### config.mk
export PLATFORM = sky130hd
export DESIGN_NAME = decode_issue_unit
export DESIGN_NICKNAME = d
export VERILOG_FILES = /design/src/rtl/decode_issue_unit.sv
export SDC_FILE = /design/constraint.sdc
export NUM_CORES = 1
export LEC_CHECK = 0
export ABC_AREA = 1
export BUFFER_PORTS_ARGS = -buffer_cell sky130_fd_sc_hd__buf_2
export CORE_MARGIN = 5
export CORE_UTILIZATION = 50
export CTS_CLUSTER_DIAMETER = 200
export DETAILED_ROUTE_END_ITERATION = 8
export PLACE_DENSITY = 0.77
export RECOVER_POWER = 25
export SLEW_MARGIN = 20
export SYNTH_ARGS = -nofsm -noshare
export SYNTH_HDL_FRONTEND = slang
export SYNTH_SLANG_ARGS = --single-unit
### constraint.sdc
create_clock -name CLK -period 1.4 [get_ports CLK]
set_input_delay 0.14 -clock CLK [delete_from_list [all_inputs] [get_ports CLK]]
set_output_delay 0.14 -clock CLK [all_outputs]
set_load 0.02 [all_outputs]
### src/rtl/decode_issue_unit.sv
// RV32IMF ID-stage decoder with a registered output stage and a stall FSM
// that holds issue off while a MUL/DIV/FPU operation occupies EX.
module decode_issue_unit #(
  parameter int MUL_LATENCY = 3,
  parameter int DIV_LATENCY = 16,
  parameter int FPU_LATENCY = 4,
  parameter int CNT_W = $clog2(((MUL_LATENCY > DIV_LATENCY) ? MUL_LATENCY : DIV_LATENCY) > FPU_LATENCY ?
                               ((MUL_LATENCY > DIV_LATENCY) ? MUL_LATENCY : DIV_LATENCY) : FPU_LATENCY) + 1
) (
  input  logic        CLK,
  input  logic        RESET,
  input  logic [31:0] INSTRUCTION,
  input  logic        in_valid,
  output logic        in_ready,
  input  logic        out_ready,
  input  logic        flush,
  output logic        out_valid,
  output logic [5:0]  alu_signal,
  output logic        reg_file_write,
  output logic [2:0]  main_mem_write,
  output logic [3:0]  main_mem_read,
  output logic [3:0]  branch_control,
  output logic [3:0]  immediate_select,
  output logic        oparand_1_select,
  output logic        oparand_2_select,
  output logic [1:0]  reg_write_select,
  output logic        mc_busy,
  output logic        illegal
);

  typedef enum logic [1:0] {CLS_NONE, CLS_MUL, CLS_DIV, CLS_FPU} class_e;
  typedef enum logic {IDLE, MC_WAIT} state_e;

  localparam logic [6:0] OP_LOAD   = 7'b0000011;
  localparam logic [6:0] OP_IMM    = 7'b0010011;
  localparam logic [6:0] OP_AUIPC  = 7'b0010111;
  localparam logic [6:0] OP_STORE  = 7'b0100011;
  localparam logic [6:0] OP_REG    = 7'b0110011;
  localparam logic [6:0] OP_LUI    = 7'b0110111;
  localparam logic [6:0] OP_BRANCH = 7'b1100011;
  localparam logic [6:0] OP_JALR   = 7'b1100111;
  localparam logic [6:0] OP_JAL    = 7'b1101111;
  localparam logic [6:0] OP_FP     = 7'b1010011;

  localparam logic [CNT_W-1:0] MUL_WAIT = CNT_W'(MUL_LATENCY - 1);
  localparam logic [CNT_W-1:0] DIV_WAIT = CNT_W'(DIV_LATENCY - 1);
  localparam logic [CNT_W-1:0] FPU_WAIT = CNT_W'(FPU_LATENCY - 1);

  logic [6:0]       w_opcode, w_funct7;
  logic [2:0]       w_funct3;
  logic [5:0]       w_alu;
  logic             w_rfw, w_op1, w_op2, w_illegal;
  logic [2:0]       w_mw;
  logic [3:0]       w_mr, w_br, w_imm;
  logic [1:0]       w_rws;
  class_e           w_class, r_class;
  state_e           r_state, w_next_state;
  logic [CNT_W-1:0] r_cnt, w_next_cnt, w_wait;
  logic             w_accept, w_handoff;

  assign w_opcode = INSTRUCTION[6:0];
  assign w_funct3 = INSTRUCTION[14:12];
  assign w_funct7 = INSTRUCTION[31:25];

  assign in_ready  = ~RESET & ~flush & (r_state == IDLE) & (~out_valid | out_ready);
  assign w_accept  = in_valid & in_ready;
  assign w_handoff = out_valid & out_ready;

  // Immediate codes: 1=I 2=S 3=B 4=U 5=J; write-back: 0=ALU 1=mem 2=PC+4 3=FPU
  always_comb begin
    w_alu = '0; w_rfw = 1'b0; w_mw = '0; w_mr = '0; w_br = '0; w_imm = '0;
    w_op1 = 1'b0; w_op2 = 1'b0; w_rws = '0; w_illegal = 1'b0; w_class = CLS_NONE;
    if (INSTRUCTION != 32'd0) begin
      case (w_opcode)
        OP_LOAD:   begin w_rfw = 1'b1; w_mr = {1'b1, w_funct3}; w_imm = 4'd1; w_op2 = 1'b1; w_rws = 2'd1; end
        OP_IMM:    begin w_alu = {2'b00, (w_funct3 == 3'b101) & w_funct7[5], w_funct3};
                         w_rfw = 1'b1; w_imm = 4'd1; w_op2 = 1'b1; end
        OP_AUIPC:  begin w_rfw = 1'b1; w_imm = 4'd4; w_op1 = 1'b1; w_op2 = 1'b1; end
        OP_STORE:  begin w_mw = {1'b1, w_funct3[1:0]}; w_imm = 4'd2; w_op2 = 1'b1; end
        OP_REG:    begin w_alu = {1'b0, w_funct7[0], w_funct7[5], w_funct3}; w_rfw = 1'b1;
                         if (w_funct7 == 7'b0000001) w_class = w_funct3[2] ? CLS_DIV : CLS_MUL; end
        OP_LUI:    begin w_alu = 6'b011111; w_rfw = 1'b1; w_imm = 4'd4; w_op2 = 1'b1; end
        OP_BRANCH: begin w_br = {1'b1, w_funct3}; w_imm = 4'd3; w_op1 = 1'b1; w_op2 = 1'b1; end
        OP_JALR:   begin w_br = 4'b1011; w_rfw = 1'b1; w_imm = 4'd1; w_op2 = 1'b1; w_rws = 2'd2; end
        OP_JAL:    begin w_br = 4'b1010; w_rfw = 1'b1; w_imm = 4'd5; w_op1 = 1'b1; w_op2 = 1'b1; w_rws = 2'd2; end
        OP_FP:     begin w_alu = {1'b1, w_funct7[6:2]}; w_rfw = 1'b1; w_rws = 2'd3; w_class = CLS_FPU; end
        default:   begin w_illegal = 1'b1; w_rfw = 1'b0; w_mw[2] = 1'b0; end
      endcase
    end
  end

  always_ff @(posedge CLK or posedge RESET) begin
    if (RESET) begin
      out_valid <= 1'b0; alu_signal <= '0; reg_file_write <= 1'b0; main_mem_write <= '0;
      main_mem_read <= '0; branch_control <= '0; immediate_select <= '0; oparand_1_select <= 1'b0;
      oparand_2_select <= 1'b0; reg_write_select <= '0; illegal <= 1'b0; r_class <= CLS_NONE;
    end else if (flush) begin
      out_valid <= 1'b0;
    end else if (w_accept) begin
      out_valid <= 1'b1; alu_signal <= w_alu; reg_file_write <= w_rfw; main_mem_write <= w_mw;
      main_mem_read <= w_mr; branch_control <= w_br; immediate_select <= w_imm; oparand_1_select <= w_op1;
      oparand_2_select <= w_op2; reg_write_select <= w_rws; illegal <= w_illegal; r_class <= w_class;
    end else if (w_handoff) begin
      out_valid <= 1'b0;
    end
  end

  always_comb begin
    case (r_class)
      CLS_MUL: w_wait = MUL_WAIT;
      CLS_DIV: w_wait = DIV_WAIT;
      CLS_FPU: w_wait = FPU_WAIT;
      default: w_wait = '0;
    endcase
  end

  always_ff @(posedge CLK or posedge RESET) begin
    if (RESET) begin
      r_state <= IDLE;
      r_cnt   <= '0;
    end else begin
      r_state <= w_next_state;
      r_cnt   <= w_next_cnt;
    end
  end

  // A zero wait (no class, or latency 1) keeps the FSM in IDLE
  always_comb begin
    w_next_state = r_state;
    w_next_cnt   = r_cnt;
    if (flush) begin
      w_next_state = IDLE;
      w_next_cnt   = '0;
    end else begin
      case (r_state)
        IDLE: if (w_handoff && (w_wait != '0)) begin
          w_next_state = MC_WAIT;
          w_next_cnt   = w_wait;
        end
        MC_WAIT: begin
          w_next_cnt = r_cnt - CNT_W'(1);
          if (r_cnt == CNT_W'(1)) w_next_state = IDLE;
        end
        default: w_next_state = IDLE;
      endcase
    end
  end

  always_comb begin
    mc_busy = (r_state == MC_WAIT);
  end

endmodule
==> results.json <==
{
  "fin_worst_skew_ns": 0.00517,
  "gp_congestion": 0.897,
  "clk_pin_slew_ns": 0.07,
  "area_delta_synth_final_pct": 26.6,
  "synthTopCellsByCount": "nand2_1, nor2_1, dfrtp_1",
  "synthMuxAreaShare_pct": 0,
  "initial_core_util_pct": 51.0,
  "slowest_delay_ns": 0.41,
  "synth_top_area_share_pct": 43.2,
  "rows": 23,
  "total_power_uw": 2290,
  "max_freq_mhz": 733,
  "dp_worst_setup_slack_ns": 0.156,
  "setup_ws_ns": 0.0362,
  "synthCells": 291,
  "synth_cell_types": 25,
  "ir_worst_vdd_v": 0.000363,
  "fin_crit_sh_pct": 97.4,
  "critPathTopFamily": "flip-flops",
  "antenna_found_initial": 0,
  "avgRoutedWirePerCell_um": 11.2,
  "hold_violations": 0,
  "core-area_um2": 3970,
  "drv_cap": 0,
  "setup_viol": 0,
  "synth_compound_area_share_pct": 9.26,
  "firstDrtPassIters": 4,
  "root_buffer": "clkbuf_8",
  "viasPerCell": 4.81,
  "synth_xor_area_share_pct": 0.432,
  "vias": 2004,
  "synth_warnings": 0,
  "ioPinCount": 67,
  "grtUsageMet3_pct": 4.65,
  "synth_top_family_by_area": "simple AND/OR/NAND/NOR gates",
  "critPathSlowestCell": "dfrtp_1",
  "r2r-start": "mc_busy$_DFF_PP0_",
  "timing.slew.headroom_pct": 44.5,
  "die_area_um2": 5420,
  "synth_most_common_cell": "nand2_1",
  "first_iter_violations": 76,
  "cts_max_level": 2,
  "drt_wl_total_mm": 4.69,
  "clock-sinks": 35,
  "synth_fa_ha_area_share_pct": 1.24,
  "synthesis.nets": 330,
  "synth_simple_gate_area_share_pct": 36.6,
  "crit_path_start_kind": "register",
  "rsz0062_at_grt": "true",
  "synth_area_um2": 2030,
  "path_cells": "nor2_4, buf_6, nand2_2, nor2_1, buf_4",
  "hp-class": "in -> reg",
  "p_leak_uw": 0.00152,
  "post-route-drc-count": 0,
  "tritoncts": "yes",
  "period_minus_slack_ns": 1.36,
  "met1_usage_pct": 23.8,
  "cts_made_buffers": 5,
  "arrival_ns": 1.22,
  "synthFlopType": "dfrtp_1",
  "gr-total-overflow": 0,
  "grt_use_total_pct": 19.0,
  "outcome": "complete, no violations",
  "cts_buffer_depth": 2,
  "worst_slew_pin_slew_ns": 0.833,
  "drive_above_1_share_pct": 25.6,
  "met2_usage_pct": 31.4,
  "antenna-diode-count": 0,
  "die_w_um": 73.7,
  "startpoint": "mc_busy$_DFF_PP0_",
  "synth.area.top_cells": "dfrtp_1, nand2_1, nor2_1",
  "end_kind": "output port",
  "holdCritStartpoint": "flush",
  "grt_max_degree": 36,
  "port_buffers": 65,
  "grt_pass1_wl_mm": 8.02,
  "busiest_layer": "met2",
  "cp_data_required_time_ns": 1.26,
  "final_nets": 405,
  "path_class": "reg -> out",
  "synthArstFlopShare_pct": 100,
  "synth_top_cell_by_area": "dfrtp_1",
  "ctsHoldBuffers": 0,
  "dp_hpwl_mm": 3.83,
  "cp_max_fo": 2,
  "grt_pass1_vias": 1899,
  "clock_latency_ns": 0.28,
  "maxSlewViolCount": 0,
  "avgSynthCellArea_um2": 6.96,
  "ys_seq_area_share_pct": 43.2,
  "synth_edf_count": 0,
  "ys_ff_latch": 35,
  "drtAntennaViolNets": 0,
  "die_y_um": 73.7,
  "critPathBufInv": 2,
  "powerDensity_nw_per_um2": 895
}
[worst register-to-register path, stage by stage, from the launching register on]
cell and delay [ns]:
dfrtp_1 0.41, nor2_4 0.16, nand4_4 0.18, buf_4 0.23, o31ai_1 0.23
[cells by family (layout without fill, tap and decap cells)]
family,Yosys count,after routing
compound gates,34,34
simple gates,176,176
flops,35,35
xor+xnor,1,1
fa+ha+maj,2,2
other cells,1,1
buf+inv,42,118
[state kept, by name (all words and copies together), names as in the netlist]
| signal | count |
|---|---|
| branch_control | 4 |
| r_class | 2 |
| out_valid | 1 |
| r_cnt | 5 |
| reg_write_select | 2 |
| mc_busy | 1 |
| reg_file_write | 1 |
| main_mem_write | 3 |
| main_mem_read | 4 |
| oparand_2_select | 1 |
| oparand_1_select | 1 |
| illegal | 1 |
| alu_signal | 6 |
| immediate_select | 3 |
[through the flow]
stage / utilization, % / area, µm² / instances / hold WS [ns] / TNS [ns]
finish: 64.6 / 2560 / 417 / 0.0967 / 0
global route: 64.6 / 2560 / 417 / 0.0904 / -0.0334
global placement: 61.2 / 2430 / 408 / 0.335 / 0
floorplan: - / 2030 / 291 / 0.103 / -0.0586
CTS: 64.3 / 2550 / 416 / 0.0290 / 0
detailed placement: 61.2 / 2430 / 408 / 0.336 / 0
[report_power, final]
part           internal (µW)  total [µW]  switching [µW]
registers               1040        1060            16.4
clock network            576         921             345
logic                    115         318             203
[routing by layer]
layer,share of wire (%),vias to the layer above
met5,0,-
met4,2.3,0
met3,7.2,12
met2,47,72
met1,44,863
li1,-,1057
[repair_timing]
action	CTS	global route
setup buffers	0	1
setup endpoints to repair	1	1
pin swaps	0	1
resized for setup	1	2
[path summary, 6_finish.rpt]
| kind | to | slack (ns) | depth (start not counted) |
|---|---|---|---|
| max | in_ready | 0.04 | 5 |
| min | r_cnt[1]$_DFFE_PP0P_ | 0.1 | 2 |
| max reg2reg | main_mem_write[0]$_DFFE_PP0P_ | 0.10 | 4 |
| min reg2reg | alu_signal[0]$_DFFE_PP0P_ | 0.47 | 2 |
| max in group asynchronous | reg_write_select[1]$_DFFE_PP0P_ | 0.71 | 3 |
| min in group asynchronous | mc_busy$_DFF_PP0_ | 0.17 | 3 |
[layout make-up]
class	instances	area, µm²
Clock inverter	2	35.0
Tap cell	50	62.6
Inverter	35	135
Sequential cell	35	876
Clock buffer	6	82.6
Fill cell	382	1410
Multi-Input combinational cell	214	968
Timing Repair Buffer	75	404
[cell usage in the layout (no fill, tap or decap)]
| cell | n |
|---|---|
| clkinvlp_4 | 1 |
| xor2_1 | 1 |
| nand3_1 | 26 |
| nand4_4 | 1 |
| conb_1 | 1 |
| nor2_4 | 3 |
| a21boi_0 | 1 |
| dfrtp_1 | 35 |
| nand2_1 | 105 |
| ha_1 | 2 |
| a21oi_1 | 3 |
| nand2_2 | 2 |
| o31ai_1 | 2 |
| bufinv_16 | 1 |
| clkinv_2 | 1 |
| o21ai_0 | 21 |
| o21ai_1 | 2 |
| clkbuf_2 | 1 |
| nor2_1 | 37 |
| buf_6 | 1 |
| o21ai_2 | 1 |
| inv_2 | 2 |
| nor2_2 | 1 |
| buf_2 | 64 |
| inv_1 | 32 |
| nand4_1 | 1 |
| clkbuf_8 | 6 |
| o22ai_1 | 3 |
| buf_4 | 9 |
| a211oi_1 | 1 |
Power figures use the tool's default switching activity.
